$ cat src/rtl/uart_transmitter.sv
// UART transmitter: byte FIFO feeding an 8N1 serializer, with a latched bit period per frame.
// Define UART_TRANSMITTER_PARITY_EN to insert an even-parity bit between the data bits and the stop bit.
module uart_transmitter #(
    parameter int unsigned FIFO_DEPTH = 4
) (
    input  logic                          clock,
    input  logic                          reset,
    input  logic [14:0]                   clks_per_bit_i,
    input  logic                          tx_valid_i,
    input  logic [7:0]                    tx_byte_i,
    output logic                          tx_ready_o,
    output logic                          tx_serial_o,
    output logic                          tx_active_o,
    output logic                          tx_done_o,
    output logic [$clog2(FIFO_DEPTH):0]   fifo_level_o
);

    localparam int unsigned AW = $clog2(FIFO_DEPTH);
    localparam int unsigned LW = AW + 1;
    localparam logic [LW-1:0] DEPTH_L = LW'(FIFO_DEPTH);

    typedef enum logic [2:0] {
        IDLE,
        START,
        DATA,
`ifdef UART_TRANSMITTER_PARITY_EN
        PARITY,
`endif
        STOP
    } state_t;

    state_t          state_q, state_d;
    logic [7:0]      mem_q [FIFO_DEPTH];
    logic [AW-1:0]   wr_ptr_q, wr_ptr_d;
    logic [AW-1:0]   rd_ptr_q, rd_ptr_d;
    logic [LW-1:0]   level_q, level_d;
    logic            ready_q, ready_d;
    logic [7:0]      shift_q, shift_d;
    logic [14:0]     period_q, period_d;
    logic [14:0]     cnt_q, cnt_d;
    logic [2:0]      idx_q, idx_d;
    logic            serial_q, serial_d;
    logic            active_q, active_d;
    logic            frame_end_q, frame_end_d;
    logic            done_q, done_d;
`ifdef UART_TRANSMITTER_PARITY_EN
    logic            parity_q, parity_d;
`endif
    logic            push;
    logic            pop;
    logic            bit_last;
    logic [14:0]     clamped;

    always_comb begin
        push        = tx_valid_i && ready_q;
        pop         = 1'b0;
        bit_last    = (cnt_q == period_q - 15'd1);
        clamped     = (clks_per_bit_i < 15'd2) ? 15'd2 : clks_per_bit_i;
        state_d     = state_q;
        shift_d     = shift_q;
        period_d    = period_q;
        cnt_d       = bit_last ? '0 : cnt_q + 15'd1;
        idx_d       = idx_q;
        frame_end_d = 1'b0;
`ifdef UART_TRANSMITTER_PARITY_EN
        parity_d    = parity_q;
`endif

        case (state_q)
            IDLE: begin
                cnt_d = '0;
                if (level_q != '0) pop = 1'b1;
            end
            START: begin
                if (bit_last) begin
                    idx_d   = '0;
                    state_d = DATA;
                end
            end
            DATA: begin
                if (bit_last) begin
                    shift_d = {1'b0, shift_q[7:1]};
                    idx_d   = idx_q + 3'd1;
                    if (idx_q == 3'd7) begin
`ifdef UART_TRANSMITTER_PARITY_EN
                        state_d = PARITY;
`else
                        state_d = STOP;
`endif
                    end
                end
            end
`ifdef UART_TRANSMITTER_PARITY_EN
            PARITY: begin
                if (bit_last) state_d = STOP;
            end
`endif
            STOP: begin
                if (bit_last) begin
                    frame_end_d = 1'b1;
                    if (level_q != '0) pop = 1'b1;
                    else               state_d = IDLE;
                end
            end
            default: state_d = IDLE;
        endcase

        if (pop) begin
            shift_d  = mem_q[rd_ptr_q];
            period_d = clamped;
            cnt_d    = '0;
            state_d  = START;
`ifdef UART_TRANSMITTER_PARITY_EN
            parity_d = ^mem_q[rd_ptr_q];
`endif
        end

        wr_ptr_d = push ? wr_ptr_q + AW'(1) : wr_ptr_q;
        rd_ptr_d = pop  ? rd_ptr_q + AW'(1) : rd_ptr_q;
        level_d  = level_q;
        if (push && !pop)      level_d = level_q + LW'(1);
        else if (pop && !push) level_d = level_q - LW'(1);
        ready_d  = (level_d != DEPTH_L);

        // Line outputs are registered from the current state, so they trail the FSM by one cycle;
        // the done pulse is delayed twice to land just after the stop bit as seen on the line.
        case (state_q)
            START:   serial_d = 1'b0;
            DATA:    serial_d = shift_q[0];
`ifdef UART_TRANSMITTER_PARITY_EN
            PARITY:  serial_d = parity_q;
`endif
            default: serial_d = 1'b1;
        endcase
        active_d = (state_q != IDLE);
        done_d   = frame_end_q;
    end

    always_ff @(posedge clock or posedge reset) begin
        if (reset) begin
            state_q     <= IDLE;
            wr_ptr_q    <= '0;
            rd_ptr_q    <= '0;
            level_q     <= '0;
            ready_q     <= 1'b1;
            shift_q     <= '0;
            period_q    <= 15'd2;
            cnt_q       <= '0;
            idx_q       <= '0;
            serial_q    <= 1'b1;
            active_q    <= 1'b0;
            frame_end_q <= 1'b0;
            done_q      <= 1'b0;
`ifdef UART_TRANSMITTER_PARITY_EN
            parity_q    <= 1'b0;
`endif
        end else begin
            state_q     <= state_d;
            wr_ptr_q    <= wr_ptr_d;
            rd_ptr_q    <= rd_ptr_d;
            level_q     <= level_d;
            ready_q     <= ready_d;
            shift_q     <= shift_d;
            period_q    <= period_d;
            cnt_q       <= cnt_d;
            idx_q       <= idx_d;
            serial_q    <= serial_d;
            active_q    <= active_d;
            frame_end_q <= frame_end_d;
            done_q      <= done_d;
`ifdef UART_TRANSMITTER_PARITY_EN
            parity_q    <= parity_d;
`endif
        end
    end

    always_ff @(posedge clock) begin
        if (push) mem_q[wr_ptr_q] <= tx_byte_i;
    end

    assign tx_ready_o   = ready_q;
    assign tx_serial_o  = serial_q;
    assign tx_active_o  = active_q;
    assign tx_done_o    = done_q;
    assign fifo_level_o = level_q;

endmodule

$ cat config.mk
export PLATFORM = sky130hd
export DESIGN_NAME = uart_transmitter
export DESIGN_NICKNAME = d
export VERILOG_FILES = /design/src/rtl/uart_transmitter.sv
export SDC_FILE = /design/constraint.sdc
export NUM_CORES = 1
export LEC_CHECK = 0
export BUFFER_PORTS_ARGS = -buffer_cell sky130_fd_sc_hd__buf_2
export CORE_ASPECT_RATIO = 0.8
export CORE_MARGIN = 8
export CORE_UTILIZATION = 34
export DETAILED_ROUTE_END_ITERATION = 10
export GPL_TIMING_DRIVEN = 0
export SLEW_MARGIN = 20
export SYNTH_ARGS = -nofsm -noshare
export SYNTH_HDL_FRONTEND = slang
export SYNTH_SLANG_ARGS = --single-unit
$ cat constraint.sdc
create_clock -name clock -period 2.9 [get_ports clock]
set_input_delay 0.435 -clock clock [delete_from_list [all_inputs] [get_ports clock]]
set_output_delay 0.435 -clock clock [all_outputs]
set_load 0.005 [all_outputs]
==> metrics.cfg, run 1 <==
[clocking]
numCtsBuffers=9
cts_tree=built
clkLatencyLatePin_ps=340
cts.sinks=87
cts_buffer_depth=2
h-tree-depth=3
holdBufCountCts=0
cts-root-buf=clkbuf_16
path_clk_slew_ps=60

[final_layout]
area_growth_pct=28.95
n_fill_cell=1183
final_layout_size_suffix_gt1_frac=0.3372
nNetsFinal=469
diodes=0
fin_area_um2=5695
regArea_um2=2345
multi_input_area_um2=2135

[timing]
tightestPinTransition_ps=895.2
min_period_ps=3036
rsz0062_at_grt=true
fin_worst_skew_ps=6.986
finalSetupViolCount=25
whs_ps=201.8
drv_slew=0
finalCritPeriodShare=1.047
relSlewSlack=0.4032
finalSetupTns_ps=-1666
worst_slack_ps=-135.8
finalHoldViolations=0
max_freq_mhz=329.4

[synthesis]
ys.flop_type=dfrtp_1
ys_top_cells_by_count=dfrtp_1, edfxtp_1, xnor2_1
synth-seq-cells=87
synth_top_area_frac=0.2946
synth_nets=406
synth_top_area_cell=dfrtp_1
yosysWarnings=0
yosysUniqueCellTypes=60
async_flop_share=0.6322
yosys-top-cells-area=dfrtp_1, edfxtp_1, xnor2_1, ha_1, mux4_2
synthesis.area_um2=4417
yosysMostFrequentCell=dfrtp_1
synth_edf_count=32
ys_seq_area_frac=0.5300
syn_area_per_cell_um2=12.10
syn-instance-count=365

[global_route]
gr-usage-all-layers=0.1179
grt_pass1_wl_um=15420
antenna_found_initial=0
grt_start_max_net_pins=56
grt_pass1_vias=2999
grt-ovfl-total=0

[drt]
wl_um=9880
drc_errors=0
vias=3002
viasPerCell=4.938
wl_per_cell_um=16.25
dr.pass1.iters=5
drtIter0Drc=193
drtAntennaViolNets=0

[critical_path]
cp-end-kind=flop
critPathTopFamily=simple AND/OR/NAND/NOR gates
required_ps=3120
crit_type=flop to flop
path_depth=11
path_buf_inv=3
path_cells=or4_4 > buf_8 > nor4_4 > xnor2_2 > nand4_1 > a211oi_4 > a31oi_4 > nor2_4 > buf_12 > buf_12 > mux2_4
ff2ff_path_depth=11
cp-start-kind=flop
critPathArrivalTime_ps=3260
cpPeakStageDelay_ps=580
cp_max_fo=5
r2r-start=period_q[3]
crit_top_cell=buf_12
rrSetupSlack_ps=-140
r2r-end=period_q[12]
crit_slowest_cell=or4_4

[outcome]
violations=setup timing
status=complete, but fails checks

[floorplan]
die_h_um=117.9
fp.coreArea_um2=12780
num_rows=37
start_util=0.3457
dieArea_um2=16920
pin_count=33
die_w_um=143.4

[power_and_ir_drop]
pwr-share-clk=0.191
netSwitchingPower_uw=2172
p_int_uw=3715
seq_power_share=0.336
leakagePower_uw=0.002354
combPwrFrac=0.473
powerDensity_nw_per_um2=1034
ir_drop_mv=0.3805
swShare=0.3689

[placed_design]
gp_congestion=0.7856
io_buffer_count=32
postPlaceCellArea_um2=4798
hpwl_um=6594
place_ws_ps=-353.8

[flow_run]
maxCapViolCount=0

[worst_hold_path]
hold_path.class=primary input to asynchronous set/reset pin

-- metrics by stage --
stage                     cells  power, µW    util
after detailed placement    572       3926  0.3755
after floorplan             365       3396       -
after CTS                   602       5636  0.4255
final                       608       5887  0.4458
after global routing        608       6250  0.4458
after global placement      572       3849  0.3753
-- state kept, by name, summed over array words and instances (netlist names) --
| register | cells |
|---|---|
| shift_q | 8 |
| rd_ptr_q | 2 |
| period_q | 15 |
| tx_serial_o | 1 |
| state_q | 2 |
| mem_q | 32 |
| idx_q | 3 |
| wr_ptr_q | 2 |
| cnt_q | 15 |
| tx_ready_o | 1 |
| fifo_level_o | 3 |
| done_d | 1 |
| tx_active_o | 1 |
| tx_done_o | 1 |
-- kinds of logic after synthesis --
| family | after synthesis | synth area share |
|---|---|---|
| AOI/OAI and AO/OA | 42 | 0.06601 |
| adders and majority gates | 15 | 0.04249 |
| muxes | 32 | 0.09887 |
| buffers and inverters | 35 | 0.04022 |
| and+or+nand+nor | 114 | 0.1414 |
| DFF | 87 | 0.5300 |
| xor gates and xnor gates | 40 | 0.08102 |
-- worst max-delay path by stage --
stage                 from      endpoint  slack (ps)
3_5_place_dp   period_q[2]   period_q[7]        -350
2_1_floorplan  period_q[2]  period_q[14]          90
4_1_cts        period_q[3]  period_q[11]        -120
5_1_grt        period_q[3]  period_q[12]        -240
6_report       period_q[3]  period_q[12]        -140
3_3_place_gp   period_q[2]  period_q[14]        -350
-- cell usage in the layout (no fill, tap or decap), types with 3 or more instances in the layout --
| master | instances |
|---|---|
| buf_4 | 8 |
| xnor2_1 | 24 |
| buf_8 | 3 |
| edfxtp_1 | 32 |
| dfstp_2 | 3 |
| ha_1 | 14 |
| nor4_1 | 4 |
| nor2_4 | 11 |
| buf_2 | 32 |
| buf_6 | 7 |
| o21ai_0 | 4 |
| mux2i_1 | 11 |
| nand2_1 | 22 |
| inv_8 | 3 |
| and3_1 | 11 |
| buf_12 | 7 |
| dfrtp_2 | 3 |
| nor2_1 | 14 |
| o21ai_1 | 13 |
| nand4_1 | 4 |
| mux4_2 | 8 |
| dfrtp_1 | 49 |
| o21ai_2 | 3 |
| nor3_1 | 9 |
| inv_1 | 19 |
| clkbuf_1 | 3 |
| clkbuf_16 | 13 |
| a21oi_1 | 3 |
| nand3_1 | 14 |
| xor2_1 | 13 |
| mux2_4 | 11 |
-- layer usage --
layer,part of all wire,GRT usage
met5,0,0
met2,0.47,0.1743
met4,0.0056,0.03410
met1,0.47,0.1575
met3,0.056,0.04337
-- power groups by stage --
stage / combinational, µW / sequential, µW / clock [µW]
global placement: 1890 / 1960 / 0
floorplan: 1500 / 1900 / 0
finish: 2790 / 1980 / 1130
global route: 3010 / 2030 / 1210
CTS: 2500 / 1970 / 1170
detailed placement: 1950 / 1980 / 0
-- layout make-up --
type                            count  share of cell area
Buffer                             13             0.02724
Clock buffer                        9             0.03954
Clock inverter                      7             0.01120
Inverter                           20             0.01362
Multi-Input combinational cell    243              0.3748
Sequential cell                    87              0.4117
Tap cell                          175             0.03844
Timing Repair Buffer               54             0.08348
-- repair_timing --
item                       CTS  global route
cloned                       3             4
resized for setup           39            53
pin swaps                   15            14
setup endpoints to repair   49            44
setup buffers               13             4
hold endpoints to repair     0             0
No activity file was read; power rests on OpenSTA's default activity.
==> run 2: changes to the inputs <==
--- a/config.mk
+++ b/config.mk
@@ -5,6 +5,7 @@
 export SDC_FILE = /design/constraint.sdc
 export NUM_CORES = 1
 export LEC_CHECK = 0
+export ABC_AREA = 1
 export BUFFER_PORTS_ARGS = -buffer_cell sky130_fd_sc_hd__buf_2
 export CORE_ASPECT_RATIO = 0.8
 export CORE_MARGIN = 8
==> run 2 against run 1 <==
Net effect: the run now ends clean; power decreased by 7.9%; non-clock buffer count decreased by 23; largest cell class unchanged; register-to-register slack improved by 490 ps; highest routed layer unchanged; worst hold slack better by 18 ps; area after synthesis grew 2.9%; clock power rose by 8%; final area decreased by 8.0%; sequential power shrank 4%; largest power group unchanged; combinational power shrank 18%; sequential cell count stayed put; synthesized cell count is 42% higher; clock skew grew 2.7 ps.
==> metrics.cfg, run 2 <==
[final_layout]
regMostFlops=mem_q
layout.cells.non_filler=740
area_growth_pct=15.40
nNetsFinal=601
utilization=0.4044
final_cell_mix=nand2_1, nor2_1, inv_1
final_common_cell=nand2_1
largestRegisters=mem_q (32), cnt_q (15), period_q (15)
largest_register_ffs=32
diodes=0
final_layout_size_suffix_gt1_frac=0.1487

[floorplan]
start_util=0.3505
die_h_um=119.4
pin_count=33
num_rows=37
die_w_um=145.2
dieArea_um2=17340
fp.coreArea_um2=12960

[power_and_ir_drop]
leakagePower_uw=0.002399
total_power_uw=5424
ir_drop_mv=0.3886
powerDensity_nw_per_um2=1035

[drt]
drtIter0Drc=267
drc_errors=0
vias=3473
dr.pass1.iters=4
wl_per_cell_um=13.69
drtAntennaViolNets=0
viasPerCell=4.693
wl_um=10130

[critical_path]
required_ps=3150
cpPeakStageDelay_ps=380
crit_type=flop to flop
cp-start-kind=flop
crit_slowest_cell=dfrtp_1
crit_top_cell=nand2_1
cp-end-kind=flop
critPathArrivalTime_ps=2790
path_cells=inv_1 > ha_2 > nand2_2 > nor2_2 > nand3_1 > nand2_1 > nand2_1 > inv_1 > nand2_1 > nor2_2 > nand3_2 > nand2_4 > nand2_8 > inv_6 > buf_6 > nand2_1 > a31oi_1
cp_max_fo=10

[timing]
finalHoldViolations=0
max_freq_mhz=393.3
min_period_ps=2543
relSlewSlack=0.4469
finalSetupTns_ps=0
finalSetupViolCount=0
drv_slew=0
finalCritPeriodShare=0.8767
rsz0062_at_grt=false
tightestPinTransition_ps=826.7
fin_worst_skew_ps=9.729

[flow_run]
maxCapViolCount=0

[synthesis]
synthSimpleGateAreaFrac=0.2589
synth_xor_area_frac=0.04737
syn-instance-count=517
async_flop_share=0.6322
ys_top_cells_by_count=nand2_1, nor2_1, inv_1
synth_edf_count=32
yosysUniqueCellTypes=38
synth_top_area_frac=0.2864
synthesis.area_um2=4543
yosysWarnings=0
synth_adder_area_share=0.04131
synth_top_area_cell=dfrtp_1
syn_area_per_cell_um2=8.787
synth_compound_area_frac=0.07243
yosys-top-cells-area=dfrtp_1, edfxtp_1, nand2_1, nor2_1, inv_1
ys.flop_type=dfrtp_1
synth_mux_area_frac=0
synth_top_family_by_area=simple AND/OR/NAND/NOR gates
synth_nets=558
ys_seq_area_frac=0.5153
synth-seq-cells=87
yosysMostFrequentCell=nand2_1

[global_route]
grt_pass1_wl_um=17380
grt-ovfl-total=0
grt_start_max_net_pins=56
gr-usage-all-layers=0.1237
antenna_found_initial=0
grt_pass1_vias=3483

[placed_design]
dp.cells=724
io_buffer_count=32
hpwl_um=7495
gp_congestion=0.8119

[clocking]
cts.sinks=87
numCtsBuffers=9
cts_buffer_depth=2
cts-root-buf=clkbuf_16
holdBufCountCts=0
cts_tree=built
clkLatencyLatePin_ps=340
path_clk_slew_ps=70
h-tree-depth=3

[worst_hold_path]
hold_path.class=primary input to asynchronous set/reset pin

[outcome]
status=finished clean

==> run 2: power by group <==
group	total (µW)	internal [µW]	switching (µW)
clock	1220	757	464
combinational	2300	818	1480
sequential	1900	1660	243
total	5420	3230	2190
==> run 2: final cells by class <==
cell class                 instances  area, µm²
clock buffer                      11      232.7
clock inverter                     5      82.58
inverter                          56      217.7
tap                              175      219.0
timing repair buffer              32      160.2
sequential                        87       2341
fill                            1324       7720
buffer                            12      78.83
multi-input combinational        362       1911
==> run 2: worst paths after layout <==
path,cells after the start,slack [ps],from,endpoint
hold reg to reg,0,380,done_d,tx_done_o
setup / recovery,17,360,period_q[0],shift_q[1]
hold / removal,2,220,reset,period_q[5]
setup reg to reg,17,360,period_q[0],shift_q[1]
max in group asynchronous,2,2220,reset,rd_ptr_q[0]
min in group clock,3,310,clks_per_bit_i[8],period_q[8]
==> run 2: cell families after synthesis <==
logic type / Yosys count
XOR/XNOR: 23
buffers and inverters: 68
AO/OA/AOI/OAI: 60
flip-flops: 87
adder cells (fa/ha/maj): 15
AND/OR/NAND/NOR: 264
==> run 2: what timing repair did <==
action	CTS	global route
endpoints found under the setup margin	0	2
buffers inserted	0	0
resized for setup	0	1
==> run 2: worst max-delay path, delay by kind of cell, from the launching register on <==
kind	cells	cell delay, ps
AND/OR/NAND/NOR	11	1220
buffers and inverters	4	430
flip-flops	1	380
adder cells (fa/ha/maj)	1	260
AO/OA/AOI/OAI	1	150
==> run 2: stage by stage <==
| stage | setup WS, ps | hold WS, ps | instance area [µm²] |
|---|---|---|---|
| 3_5_place_dp | 320.9 | 342.5 | 4925 |
| 3_3_place_gp | 340.9 | 362.7 | 4922 |
| 5_1_grt | 49.43 | 268.7 | 5243 |
| 4_1_cts | 274.2 | 237.3 | 5240 |
| 2_1_floorplan | 702.8 | 331.2 | 4543 |
| 6_report | 357.5 | 219.8 | 5243 |
==> run 2: layer usage <==
layer,global-route usage,up-vias,share of wire,routed length [µm]
met5,0,-,0,0
met4,0.03958,0,0.016,165
met3,0.03027,11,0.041,416
met2,0.1871,63,0.42,4289
met1,0.1710,1637,0.52,5262
li1,-,1762,-,-
